`config.mk`:
```
export PLATFORM = sky130hd
export DESIGN_NAME = fsm_trend_monitor
export DESIGN_NICKNAME = d
export VERILOG_FILES = /design/src/rtl/fsm_trend_pkg.sv /design/src/rtl/fsm_trend_monitor_zone_cmp.sv /design/src/rtl/fsm_trend_monitor.sv
export SDC_FILE = /design/constraint.sdc
export NUM_CORES = 1
export LEC_CHECK = 0
export BUFFER_PORTS_ARGS = -buffer_cell sky130_fd_sc_hd__buf_2
export CAP_MARGIN = 10
export CORE_MARGIN = 5
export CORE_UTILIZATION = 56
export DETAILED_ROUTE_END_ITERATION = 8
export GPL_TIMING_DRIVEN = 1
export PLACE_DENSITY = 0.83
export SETUP_SLACK_MARGIN = 0.5
export SLEW_MARGIN = 40
export SYNTH_ARGS = -nofsm -noshare
export SYNTH_HDL_FRONTEND = slang
export SYNTH_SLANG_ARGS = --single-unit
```
`constraint.sdc`:
```
create_clock -name clk -period 3.6 [get_ports clk]
set_clock_uncertainty 0.05 [all_clocks]
set_input_delay 0.36 -clock clk [delete_from_list [all_inputs] [get_ports clk]]
set_output_delay 0.36 -clock clk [all_outputs]
set_load 0.005 [all_outputs]
```
`src/rtl/fsm_trend_pkg.sv`:
```
// Shared state codes, zone codes and the zone-to-state mapping for the trend monitor.
package fsm_trend_pkg;

   typedef enum logic [2:0] {
      S_IDLE        = 3'b000,
      S_INITIAL     = 3'b001,
      S_REGULAR     = 3'b010,
      S_SINGLE_UP   = 3'b011,
      S_SINGLE_DOWN = 3'b100
   } state_e;

   localparam logic [1:0] Z_JOS    = 2'b00;
   localparam logic [1:0] Z_MIJLOC = 2'b01;
   localparam logic [1:0] Z_SUS    = 2'b10;

   function automatic logic [2:0] zone2state(input logic [1:0] zone);
      case (zone)
         Z_SUS:   zone2state = S_SINGLE_UP;
         Z_JOS:   zone2state = S_SINGLE_DOWN;
         default: zone2state = S_REGULAR;
      endcase
   endfunction

endpackage

```
`src/rtl/fsm_trend_monitor_zone_cmp.sv`:
```
// Classifies a sampled level against inclusive low/high thresholds.
module trend_zone_cmp
   import fsm_trend_pkg::*;
#(
   parameter int LVL_W = 8
) (
   input  logic [LVL_W-1:0] smp_level,
   input  logic [LVL_W-1:0] thr_lo,
   input  logic [LVL_W-1:0] thr_hi,
   output logic [1:0]       zone
);

   always_comb begin
      zone = Z_MIJLOC;
      // Crossed thresholds describe an empty band, so nothing can leave the middle zone.
      if (thr_lo > thr_hi)          zone = Z_MIJLOC;
      else if (smp_level < thr_lo)  zone = Z_JOS;
      else if (smp_level > thr_hi)  zone = Z_SUS;
   end

endmodule

```
`src/rtl/fsm_trend_monitor.sv`:
```
// Level-trend FSM with debounced zone changes, up/down entry counters and inactivity timeout.
module fsm_trend_monitor
   import fsm_trend_pkg::*;
#(
   parameter int LVL_W = 8,
   parameter int CNT_W = 8,
   parameter int DEB   = 2,
   parameter int TMO   = 16
) (
   input  logic             clk,
   input  logic             rst_n,
   input  logic             start,
   input  logic             sfarsit,
   input  logic             smp_valid,
   input  logic [LVL_W-1:0] smp_level,
   input  logic [LVL_W-1:0] thr_lo,
   input  logic [LVL_W-1:0] thr_hi,
   output logic [2:0]       stare,
   output logic             stare_chg,
   output logic [CNT_W-1:0] up_cnt,
   output logic [CNT_W-1:0] down_cnt,
   output logic             timeout
);

   localparam int             TW      = $clog2(TMO + 1);
   localparam logic [3:0]     DEB_V   = 4'(DEB);
   localparam logic [TW-1:0]  TMO_V   = TW'(TMO);
   localparam logic [CNT_W-1:0] CNT_MAX = '1;

   logic [1:0]    zone, pend, pend_n;
   logic [2:0]    smp_st, nxt;
   logic [3:0]    run, run_n, run_inc;
   logic [TW-1:0] tmo_cnt, tmo_n, tmo_inc;
   logic          timeout_n, clr_cnt;

   trend_zone_cmp #(.LVL_W(LVL_W)) u_zone_cmp (
      .smp_level (smp_level),
      .thr_lo    (thr_lo),
      .thr_hi    (thr_hi),
      .zone      (zone)
   );

   assign smp_st  = zone2state(zone);
   assign run_inc = (zone == pend) ? run + 4'd1 : 4'd1;
   assign tmo_inc = tmo_cnt + TW'(1);

   always_comb begin
      nxt       = stare;
      run_n     = run;
      pend_n    = pend;
      tmo_n     = tmo_cnt;
      timeout_n = timeout;
      clr_cnt   = 1'b0;
      case (stare)
         S_IDLE: begin
            if (start) begin
               nxt       = S_INITIAL;
               clr_cnt   = 1'b1;
               timeout_n = 1'b0;
               run_n     = '0;
               tmo_n     = '0;
            end
         end
         S_INITIAL, S_REGULAR, S_SINGLE_UP, S_SINGLE_DOWN: begin
            tmo_n = smp_valid ? '0 : tmo_inc;
            if (sfarsit) begin
               nxt   = S_IDLE;
               run_n = '0;
               tmo_n = '0;
            end else if (!smp_valid) begin
               if (tmo_inc == TMO_V) begin
                  nxt       = S_IDLE;
                  timeout_n = 1'b1;
                  run_n     = '0;
                  tmo_n     = '0;
               end
            end else if (stare == S_INITIAL) begin
               nxt = smp_st;
            end else if (smp_st == stare) begin
               run_n = '0;
            end else begin
               // Debounce counts consecutive valid samples of one differing zone.
               pend_n = zone;
               if (run_inc == DEB_V) begin
                  nxt   = smp_st;
                  run_n = '0;
               end else begin
                  run_n = run_inc;
               end
            end
         end
         default: nxt = S_IDLE;
      endcase
   end

   always_ff @(posedge clk or negedge rst_n) begin
      if (!rst_n) begin
         stare     <= S_IDLE;
         stare_chg <= 1'b0;
         up_cnt    <= '0;
         down_cnt  <= '0;
         timeout   <= 1'b0;
         run       <= '0;
         pend      <= Z_MIJLOC;
         tmo_cnt   <= '0;
      end else begin
         stare     <= nxt;
         stare_chg <= (nxt != stare);
         timeout   <= timeout_n;
         run       <= run_n;
         pend      <= pend_n;
         tmo_cnt   <= tmo_n;
         if (clr_cnt) begin
            up_cnt   <= '0;
            down_cnt <= '0;
         end else begin
            if (nxt == S_SINGLE_UP && stare != S_SINGLE_UP && up_cnt != CNT_MAX)
               up_cnt <= up_cnt + 1'b1;
            if (nxt == S_SINGLE_DOWN && stare != S_SINGLE_DOWN && down_cnt != CNT_MAX)
               down_cnt <= down_cnt + 1'b1;
         end
      end
   end

endmodule
```
==> metrics.md, run 1 <==
| Metric | Value |
|---|---|
| Slowest stage delay, CP | `about 0.42 ns` |
| Yosys reg bits | `32` |
| Initial core utilization | `0.583` |
| Layout Area Growth over Synthesis | `20.2%` |
| First-pass GRT wire length | `10.0 mm` |
| CTS buffer count | `5` |
| Routed vias | `2366` |
| Worst Hold End | `tmo_cnt[2]` |
| Most common cell after layout, fill and taps aside | `buf_2` |
| Worst min path class | `in2reg` |
| CTS tree | `done` |
| Drt pass-1 iters | `4` |
| Antenna violations before repair | `0` |
| Detail Placement HPWL | `4.62 mm` |
| Drt wl/cell | `14.8 um` |
| Part of the power in the clock network | `0.333` |
| Final hold viol count | `0` |
| Worst-Margin Slew | `0.733 ns` |
| # IOs | `50` |
| Internal power | `0.000769 W` |
| Pwr per Cell Area | `between 300 and 400 nW/um^2` |
| Source of the critical timing path | `thr_lo[1]` |
| Die area | `6020 sq um` |
| PortBufs | `49` |
| Seq pwr share | `0.374` |
| Worst-path clk slew | `0.07 ns` |
| DRC | `0` |
| Leak Pwr | `about 1.5 nW` |
| CP Data Required Time | `3.76 ns` |
| Critical path peak fanout | `10` |
| Most frequent cells in the layout | `buf_2 (48), dfrtp_1 (31), nand2_1 (27), ha_1 (27), nor2_1 (25)` |
| Setup violations, final | `0` |
| Crit path DAT | `3.21 ns` |
| GR Overflow Total | `0` |
| Number of synthesized flops with an enable pin | `0` |
| Final critical-path required period | `between 3 and 4 ns` |
| Fmax | `328 MHz` |
| Main synth FF type | `dfrtp_1` |
| CP Cell Sequence | `buf_2, ha_1, nor2b_1, o211ai_1, a211oi_4, or3b_1, o221a_4, o21a_1, a21oi_4, o21ai_4, or4_1, a21oi_1` |
| Starting DRT DRC Count | `98` |
| Synth Warn # | `0` |
| Crit start category | `input pin` |
| Cell variety after synth | `55` |
| Pre-CTS WS | `0.287 ns` |
| Hold_sp | `sfarsit` |
| Sequential fraction of the synthesis area | `0.314` |
| Worst setup margin | `about 0.55 ns` |
| Ant. Diodes | `0` |
| Synth async-reset ratio | `1.00` |
| CTS H-tree depth | `2` |
| Core ar. | `4380 sq um` |
| Total chip power | `0.00113 W` |
| Post-Syn Area | `2560 sq um` |
| CTS Buffer Depth | `2` |
| Reg2reg path depth | `10` |
| VDD IR max | `0.000257 V` |
| Period utilization | `0.847` |
| Area of the multi-input gates | `1720 sq um` |
| Die height | `approximately 78 um` |
| Share of cells above drive strength 1 | `0.254` |
| Max-cap viol count | `0` |
| Fillers | `about 350` |
| Critical path class | `in2reg` |
| Largest net degree at the start of global routing | `33` |
| Placer Congestion | `about 0.95` |
| Post-DRT Antenna Nets | `0` |
| Slew Limit Fails | `0` |
| R2r endpoint | `down_cnt[6]` |
| Switching power | `0.000360 W` |
| Syn Area/Cell | `8.82 sq um` |
| Setup Total Neg Slack | `0 ns` |
| Switch share | `0.319` |
| Row count | `24` |
| Routed vias/inst | `about 5.9` |
| Combinational power share | `0.293` |
| CTS Sinks | `32` |
| Clock latency on the worst-skew pair | `0.28 ns` |
| Hold Path Cell Cnt | `4` |
| Register area | `between 800 and 900 sq um` |
| Post-Syn Nets | `between 300 and 400` |
| Number of global-route vias before repair | `2221` |
| Worst R2R Start | `stare[0]` |
| GRT Util Overall | `0.199` |
| Worst R2R Setup Slack | `0.68 ns` |
| Nets | `402` |
| Die Wd | `slightly below 80 um` |
| Slowest CP cell | `or4_1` |
| Mapped Cells | `290` |
| Max-Slew Margin vs Limit | `0.506` |
| Setup crit end kind | `register` |
| Status | `complete, no violations` |
| RSZ-0062 raised after global routing | `yes` |
| CTS Root Cell | `clkbuf_8` |
| Post-Route WL | `5.90 mm` |
[worst max-delay path, delay by kind of cell]
family                     cells  cell delay, ns
AOI/OAI and AO/OA              7            1.50
adders and majority gates      1            0.30
buffers and inverters          1            0.11
and+or+nand+nor                3            0.93
[layer usage]
layer,vias to the layer above,share of wire,wire [um],global-route usage
li1,1182,-,-,-
met1,1116,0.44,2620,0.261
met2,56,0.49,2900,0.328
met3,12,0.048,282,0.0451
met4,0,0.016,95,0.0584
met5,-,0,0,0
[flip-flops by register name (all words and copies together), names as in the netlist]
name / count
run: 4
pend: 2
stare: 3
stare_chg: 1
tmo_cnt: 5
up_cnt: 8
down_cnt: 8
timeout: 1
[what timing repair did]
action / CTS / global route
hold endpoints to repair: 0 / 29
setup endpoints to repair: 0 / 12
resized for setup: 0 / 8
hold buffers: 0 / 1
buffers inserted: 0 / 1
[cell usage after synthesis (2+ instances only)]
| master | number | area [sq um] |
|---|---|---|
| a21oi_2 | 3 | 26.3 |
| nand4_1 | 9 | 56.3 |
| nor3_4 | 2 | 32.5 |
| nor2b_1 | 3 | 18.8 |
| ha_1 | 27 | 338 |
| nand3b_1 | 2 | 15.0 |
| dfrtp_1 | 31 | 776 |
| o21a_1 | 2 | 15.0 |
| o31ai_1 | 4 | 30.0 |
| a22o_1 | 2 | 17.5 |
| o21ai_0 | 20 | 100 |
| nor4b_1 | 3 | 26.3 |
| a21oi_1 | 7 | 35.0 |
| xor2_1 | 2 | 17.5 |
| o21ai_1 | 2 | 10.0 |
| nor3_1 | 3 | 15.0 |
| nor4_1 | 2 | 12.5 |
| o22ai_1 | 2 | 12.5 |
| nor2_1 | 25 | 93.8 |
| nand2_1 | 27 | 101 |
| inv_1 | 20 | 75.1 |
| a211o_1 | 4 | 35.0 |
| mux2i_1 | 6 | 60.1 |
| nand3_1 | 16 | 80.1 |
| a31oi_1 | 5 | 31.3 |
| or2_2 | 6 | 37.5 |
| clkbuf_1 | 3 | 11.3 |
| and3_1 | 9 | 56.3 |
| nand2b_1 | 4 | 25.0 |
| nor2_2 | 2 | 12.5 |
| o211ai_1 | 6 | 45.0 |
| xnor2_1 | 8 | 70.1 |
[cell type report]
class | count | share of cell area
multi-input cells | 234 | 0.561
flip-flops and latches | 32 | 0.261
repair buffers | 53 | 0.0912
clock buffers | 7 | 0.0314
inverters | 20 | 0.0244
well taps | 52 | 0.0212
clock inverters | 1 | 0.00977
[how the worst max path moves through the flow]
| stage | depth (start not counted) | slack [ns] | endpoint |
|---|---|---|---|
| 5_1_grt | 13 | 0.43 | down_cnt[6] |
| 3_5_place_dp | 13 | 0.29 | down_cnt[6] |
| 3_3_place_gp | 13 | 0.37 | down_cnt[6] |
| 4_1_cts | 12 | 0.57 | down_cnt[6] |
| 6_report | 12 | 0.55 | down_cnt[6] |
| 2_1_floorplan | 12 | 0.62 | down_cnt[6] |
[per-stage QoR]
step / hold slack, ns / area [sq um] / utilization / cells
after detailed placement: 0.412 / 2870 / 0.655 / 389
after global routing: 0.435 / 3070 / 0.701 / 399
after global placement: 0.401 / 2870 / 0.655 / 389
after CTS: 0.109 / 3000 / 0.684 / 397
final: 0.387 / 3070 / 0.701 / 399
after floorplan: 0.0144 / 2560 / - / 290
[power groups by stage]
stage / clock, W / combinational, W / sequential (W)
finish: 0.000376 / 0.000331 / 0.000422
global route: 0.000405 / 0.000373 / 0.000427
CTS: 0.000380 / 0.000318 / 0.000420
detailed placement: 0 / 0.000317 / 0.000427
global placement: 0 / 0.000309 / 0.000426
floorplan: 0 / 0.000230 / 0.000417
[kinds of logic after synthesis]
kind of cell,after synthesis,synth area share
compound gates,70,0.204
xor+xnor,10,0.0342
fa+ha+maj,27,0.132
buf+inv,24,0.0357
flops,32,0.314
mux,6,0.0235
simple gates,121,0.257
Note: power is estimated with default switching activity, not from simulation.
==> run 2, diff against run 1 <==
==> constraint.sdc (replaced) <==
create_clock -name clk -period 2.96 [get_ports clk]
set_clock_uncertainty 0.05 [all_clocks]
set_input_delay 0.296 -clock clk [delete_from_list [all_inputs] [get_ports clk]]
set_output_delay 0.296 -clock clk [all_outputs]
set_load 0.005 [all_outputs]
==> run 2 against run 1 <==
  * Final area rose by 23%
  * Sequential cell count stayed put
  * Critical path depth is 2 lower
  * Sequential share of layout area down 4.9 points
  * Critical path type is now reg2reg
  * Largest power group is now combinational logic
  * Highest routed layer unchanged
==> metrics.md, run 2 (synthesis results as in run 1) <==
| Metric | Value |
|---|---|
| Routed vias/inst | `6.75 (+14%)` |
| Routed vias | `2908 (+23%)` |
| Critical path class | `reg2reg` |
| Initial core utilization | `0.583 (unchanged)` |
| Regs by FF count | `down_cnt: 8 flops, up_cnt: 8 flops, tmo_cnt: 5 flops` |
| CP Data Required Time | `3.07 ns (-0.69 ns)` |
| Total chip power | `0.00153 W (+36%)` |
| Worst min path class | `in2async` |
| Met1 GRT Util | `0.347 (+0.0867)` |
| Seq pwr share | `0.332 (-0.042)` |
| Switch share | `0.375 (+0.0557)` |
| Period utilization | `0.964` |
| Crit start category | `register` |
| Drt wl/cell | `21.2 um (+43%)` |
| DRC | `0 (unchanged)` |
| Layout Area Growth over Synthesis | `47.9%` |
| CTS buffer count | `5 (unchanged)` |
| Max-cap viol count | `0 (unchanged)` |
| Part of the power in the clock network | `0.231 (-0.102)` |
| RSZ-0062 raised after global routing | `yes` |
| Met3 Resource Use GR | `0.0463 (+0.00116)` |
| Row count | `24 (unchanged)` |
| Max-Slew Margin vs Limit | `0.520 (+0.0136)` |
| Source of the critical timing path | `stare[2]` |
| Ant. Diodes | `0 (unchanged)` |
| Core ar. | `4380 sq um (unchanged)` |
| Most frequent cells in the layout | `buf_2 (39), dfrtp_1 (30), buf_4 (30)` |
| CTS Buffer Depth | `2 (unchanged)` |
| Post-route insts no fill | `431 (+8.0%)` |
| CP Depth | `10 (-2)` |
| Die height | `77.6 um (unchanged)` |
| Share of cells above drive strength 1 | `0.451 (+0.198)` |
| Number of global-route vias before repair | `2807 (+26%)` |
| PortBufs | `49 (unchanged)` |
| Pwr per Cell Area | `405 nW/um^2 (+10%)` |
| Clock latency on the worst-skew pair | `0.28 ns (about the same)` |
| Met2 Use GR | `0.457 (+0.129)` |
| Leak Pwr | `1.70 nW (+14%)` |
| CTS Sinks | `32 (unchanged)` |
| Critical path peak fanout | `8 (-2)` |
| CTS tree | `done` |
| Status | `complete, no violations` |
| CP Cell Sequence | `buf_4, nand2b_1, or2_2, o211ai_1, a211oi_4, nor4_4, o21ai_4, buf_6, o31ai_1, a21oi_2` |
| Fmax | `350 MHz` |
| Worst-path clk slew | `0.07 ns (about the same)` |
| Crit path DAT | `2.96 ns (-0.25 ns)` |
| VDD IR max | `0.000408 V (+58%)` |
| Die Wd | `77.6 um (unchanged)` |
| CTS Root Cell | `clkbuf_8` |
| Placed insts | `408 (+4.9%)` |
| First-pass GRT wire length | `13.5 mm (+35%)` |
| Worst Setup EP | `down_cnt[6]` |
| Placer Congestion | `0.860 (-9.1%)` |
| CTS H-tree depth | `2 (unchanged)` |
| Slew Limit Fails | `0 (unchanged)` |
| Top Usage Layer GRT | `met2` |
| Slowest CP cell | `dfrtp_2` |
| Antenna violations before repair | `0 (unchanged)` |
| Worst-Margin Slew | `0.721 ns (-0.0127 ns)` |
| Final hold viol count | `0 (unchanged)` |
| GRT Util Overall | `0.270 (+0.0710)` |
| Most common cell after layout, fill and taps aside | `buf_2` |
| Drt pass-1 iters | `6 (+2)` |
| Setup crit end kind | `register` |
| Detail Placement HPWL | `4.96 mm (+7.3%)` |
| Setup violations, final | `0 (unchanged)` |
| # IOs | `50 (unchanged)` |
| Largest net degree at the start of global routing | `33 (unchanged)` |
| Worst R2R Setup Slack | `0.11 ns (-0.57 ns)` |
| Die area | `6020 sq um (unchanged)` |
| GR Overflow Total | `0 (unchanged)` |
| Reg2reg path depth | `10 (unchanged)` |
| Post-DRT Antenna Nets | `0 (unchanged)` |
| WHS | `0.00861 ns (-0.379 ns)` |
| Final critical-path required period | `2.85 ns` |
| Starting DRT DRC Count | `276 (+180%)` |
| R2r endpoint | `down_cnt[6]` |
| Internal power | `0.000957 W (+25%)` |
| Worst R2R Start | `stare[2]` |
| Switching power | `0.000573 W (+59%)` |
| Post-Route WL | `9.12 mm (+55%)` |
| Combinational power share | `0.438 (+0.145)` |
| Buf/Inv on CP | `2 (+1)` |
| Slowest stage delay, CP | `0.45 ns (+0.03 ns)` |
| Nets | `434 (+8.0%)` |
| CP delay by family, top | `compound AO/OA/AOI/OAI gates` |
==> run 2: changes by cell type in the layout (fill, tap and decap cells not counted), moves of 5 or more <==
cell	before	now
buf_4	4	30
ha_1	27	11
ha_4	0	14
buf_6	0	13
inv_1	20	10
buf_2	48	39
o21ai_0	20	13
o21ai_1	2	9
inv_4	0	5
==> run 2: area by class of cell <==
class | count | area [sq um]
Multi-Input combinational cell | 234 | 2110
Sequential cell | 32 | 803
Timing Repair Buffer | 85 | 617
Fill cell | 188 | 602
Inverter | 20 | 95.1
Clock buffer | 6 | 82.6
Tap cell | 52 | 65.1
Clock inverter | 2 | 10.0
==> run 2: power groups by stage <==
| stage | Clock (W) | Combinational (W) | Sequential [W] |
|---|---|---|---|
| finish | 0.000353 | 0.000670 | 0.000508 |
| global placement | 0 | 0.000476 | 0.000508 |
| global route | 0.000382 | 0.000711 | 0.000513 |
| floorplan | 0 | 0.000313 | 0.000507 |
| CTS | 0.000351 | 0.000569 | 0.000503 |
| detailed placement | 0 | 0.000488 | 0.000509 |
==> run 2: per-stage QoR <==
stage               setup WS (ns)  utilization  TNS, ns  cell area (sq um)
global placement          -0.0281        0.730  -0.0706               3200
detailed placement        -0.0984        0.730   -0.242               3200
global route               0.0570        0.863        0               3780
finish                      0.105        0.863        0               3780
CTS                         0.239        0.822        0               3600
floorplan                   0.171            -        0               2740
==> run 2: per-layer routing <==
layer / wire length (um) / vias to the layer above
met5: 0 / -
met4: 596 / 0
met3: 749 / 74
met2: 4400 / 208
met1: 3370 / 1379
li1: - / 1247
==> run 2: worst reg2reg max path, delay by kind of cell, from the launching register on <==
| family | cells | cell delay (ns) |
|---|---|---|
| buffers and inverters | 2 | 0.34 |
| and+or+nand+nor | 3 | 0.91 |
| DFF | 1 | 0.45 |
| AOI/OAI and AO/OA | 5 | 0.99 |
==> run 2: worst min path at each step <==
| stage | start | to | cells after the start |
|---|---|---|---|
| after floorplan | rst_n | down_cnt[0] | 0 |
| after global placement | rst_n | tmo_cnt[4] | 1 |
| after detailed placement | rst_n | tmo_cnt[3] | 1 |
| after CTS | rst_n | down_cnt[4] | 1 |
| after global routing | rst_n | tmo_cnt[3] | 1 |
| final | rst_n | tmo_cnt[3] | 1 |
==> run 2: repair_timing <==
item                       CTS  global route
hold buffers                 0             0
setup endpoints to repair   23            26
setup buffers               13             2
gates cloned                 0             0
pin swaps                   25            19
gates resized for setup     52            32
==> run 3, diff against run 2 <==
--- a/config.mk
+++ b/config.mk
@@ -7,7 +7,7 @@
 export LEC_CHECK = 0
 export BUFFER_PORTS_ARGS = -buffer_cell sky130_fd_sc_hd__buf_2
 export CAP_MARGIN = 10
-export CORE_MARGIN = 5
+export CORE_MARGIN = 2
 export CORE_UTILIZATION = 56
 export DETAILED_ROUTE_END_ITERATION = 8
 export GPL_TIMING_DRIVEN = 1
==> run 3 against run 2 <==
  * Fmax up 4.2%
  * Largest power group unchanged
  * Largest cell class unchanged
  * Setup slack improved by 0.12 ns
  * Utilization is 4.6 points lower
  * The flow now finishes with violations (hold timing)
  * Register-to-register slack better by 0.19 ns
  * Critical endpoint unchanged
==> metrics.md, run 3 (synthesis results as in run 1) <==
| Metric | Value |
|---|---|
| Status | `finished with violations` |
| Failing checks | `hold timing` |
| CP delay by family, top | `compound AO/OA/AOI/OAI gates` |
| Max-cap viol count | `0 (unchanged)` |
| Row count | `24 (unchanged)` |
| Ant. Diodes | `0 (unchanged)` |
| # IOs | `50 (unchanged)` |
| Regs by FF count | `down_cnt: 8 flops, up_cnt: 8 flops, tmo_cnt: 5 flops` |
| Critical path peak fanout | `7 (-1)` |
| CP Data Required Time | `3.13 ns (+0.06 ns)` |
| Slew Limit Fails | `0 (unchanged)` |
| CP Cell Sequence | `buf_2, ha_4, a211o_1, a31oi_2, o31ai_4, buf_4, nor3_4, o221a_4, o21a_4, and3_4, o21ai_4, or4_1, a21oi_1` |
| GR Overflow Total | `0 (unchanged)` |
| CTS H-tree depth | `2 (unchanged)` |
| Drt pass-1 iters | `4 (-2)` |
| Final critical-path required period | `2.74 ns (-0.115 ns)` |
| Drt wl/cell | `15.8 um (-25%)` |
| Worst min path class | `in2async` |
| Max-Slew Margin vs Limit | `0.464 (-0.0552)` |
| Slowest CP cell | `or4_1` |
| WHS | `-0.00384 ns (-0.0124 ns)` |
| Clock latency on the worst-skew pair | `0.29 ns (about the same)` |
| Critical path class | `in2reg` |
| Most frequent cells in the layout | `buf_2 (42), dfrtp_1 (31), nand2_1 (27)` |
| Share of cells above drive strength 1 | `0.419 (-0.0323)` |
| Number of global-route vias before repair | `2442 (-13%)` |
| RSZ-0062 raised after global routing | `yes` |
| Setup crit end kind | `register` |
| CTS Root Cell | `clkbuf_8` |
| Leak Pwr | `1.61 nW (-5.1%)` |
| Total chip power | `0.00142 W (-7.1%)` |
| Buf/Inv on CP | `2 (unchanged)` |
| Detail Placement HPWL | `4.86 mm (-2.0%)` |
| Die Wd | `71.6 um (-7.7%)` |
| Most common cell after layout, fill and taps aside | `buf_2` |
| Routed vias/inst | `5.92 (-12%)` |
| Period utilization | `0.926 (-0.0389)` |
| Slowest stage delay, CP | `0.41 ns (-0.04 ns)` |
| Nets | `425 (-2.1%)` |
| PortBufs | `49 (unchanged)` |
| Hold_buf cts | `0 (unchanged)` |
| Largest net degree at the start of global routing | `33 (unchanged)` |
| Crit start category | `input pin` |
| CTS Sinks | `32 (unchanged)` |
| VDD IR max | `0.000425 V (+4.4%)` |
| Post-Route WL | `6.67 mm (-27%)` |
| Placer Congestion | `0.896 (+4.2%)` |
| Fmax | `365 MHz (+4.2%)` |
| Setup violations, final | `0 (unchanged)` |
| Starting DRT DRC Count | `144 (-48%)` |
| CTS Buffer Depth | `2 (unchanged)` |
| First-pass GRT wire length | `10.9 mm (-19%)` |
| Antenna violations before repair | `0 (unchanged)` |
| Core ar. | `4380 sq um (unchanged)` |
| Die height | `71.6 um (-7.7%)` |
| Final hold viol count | `9 (+9)` |
| Post-DRT Antenna Nets | `0 (unchanged)` |
| Setup Total Neg Slack | `0 ns (unchanged)` |
| CTS buffer count | `5 (unchanged)` |
| Layout Area Growth over Synthesis | `40.1%` |
| Routed vias | `2500 (-14%)` |
| Post-route insts no fill | `422 (-2.1%)` |
| Placed insts | `408 (unchanged)` |
| Pwr per Cell Area | `397 nW/um^2 (-2.0%)` |
| Worst-path clk slew | `0.07 ns (about the same)` |
| Die area | `5120 sq um (-15%)` |
| Worst-Margin Slew | `0.795 ns (+0.0745 ns)` |
| GRT Util Overall | `0.265 (-0.00490)` |
| Initial core utilization | `0.583 (unchanged)` |
| CTS tree | `done` |
| Crit path DAT | `2.91 ns (-0.05 ns)` |
| DRC | `0 (unchanged)` |
## run 3: changes by cell type in the layout (fill, tap and decap cells not counted), moves of 4 or more
cell / before / now
inv_4: 5 / 1
buf_4: 30 / 22
ha_1: 11 / 16
inv_2: 4 / 8
ha_4: 14 / 10
## run 3: report_power, final
group | internal, W | switching (W) | leakage [nW]
registers | 0.000475 | 0.0000290 | 0.438
clock network | 0.000185 | 0.000164 | 0.0510
logic | 0.000256 | 0.000312 | 1.12
## run 3: final timing paths
path / start / endpoint / slack, ns / cells after the start
max: smp_level[2] / down_cnt[6] / 0.22 / 13
min: rst_n / stare[2] / -0.004 / 1
max reg2reg: stare[2] / down_cnt[6] / 0.30 / 8
min reg2reg: timeout / timeout / 0.45 / 2
max in group asynchronous: rst_n / run[2] / 2.41 / 1
min in group clk: smp_valid / tmo_cnt[2] / 0.31 / 4
## run 3: metrics by stage
stage	hold WS, ns	setup slack (ns)	util	area (sq um)
finish	-0.00384	0.220	0.817	3580
global route	0.0614	0.107	0.817	3580
detailed placement	0.343	-0.0980	0.733	3210
CTS	0.0369	0.300	0.782	3430
floorplan	-0.0496	0.171	-	2740
global placement	0.339	-0.0399	0.733	3210
## run 3: worst reg2reg max path, stage by stage (launching register included)
cell and delay [ns]:
dfrtp_1 0.48, nand2b_1 0.25, or2_2 0.36, o211ai_1 0.39, a211oi_4 0.12, nor4_4 0.24
o21ai_4 0.15, or4_1 0.41, a21oi_1 0.14
## run 3: timing repair
| action | 4_1_cts | 5_1_grt |
|---|---|---|
| buffers inserted | 0 | 6 |
| gates resized for setup | 26 | 32 |
| pin swaps | 11 | 13 |
| endpoints found under the setup margin | 22 | 23 |
## run 3: final cells by class
class,count,area [sq um]
inverter,20,85.1
tap,52,65.1
clock inverter,2,10.0
multi-input combinational,234,2010
timing repair buffer,76,523
fill,250,802
clock buffer,6,82.6
sequential,32,802
## run 3: layer usage
metal  track usage  part of all wire  up-vias
li1              -                 -     1221
met4        0.0839             0.019        0
met1         0.353              0.44     1187
met3        0.0492             0.044       18
met2         0.439              0.50       74
met5             0                 0        -
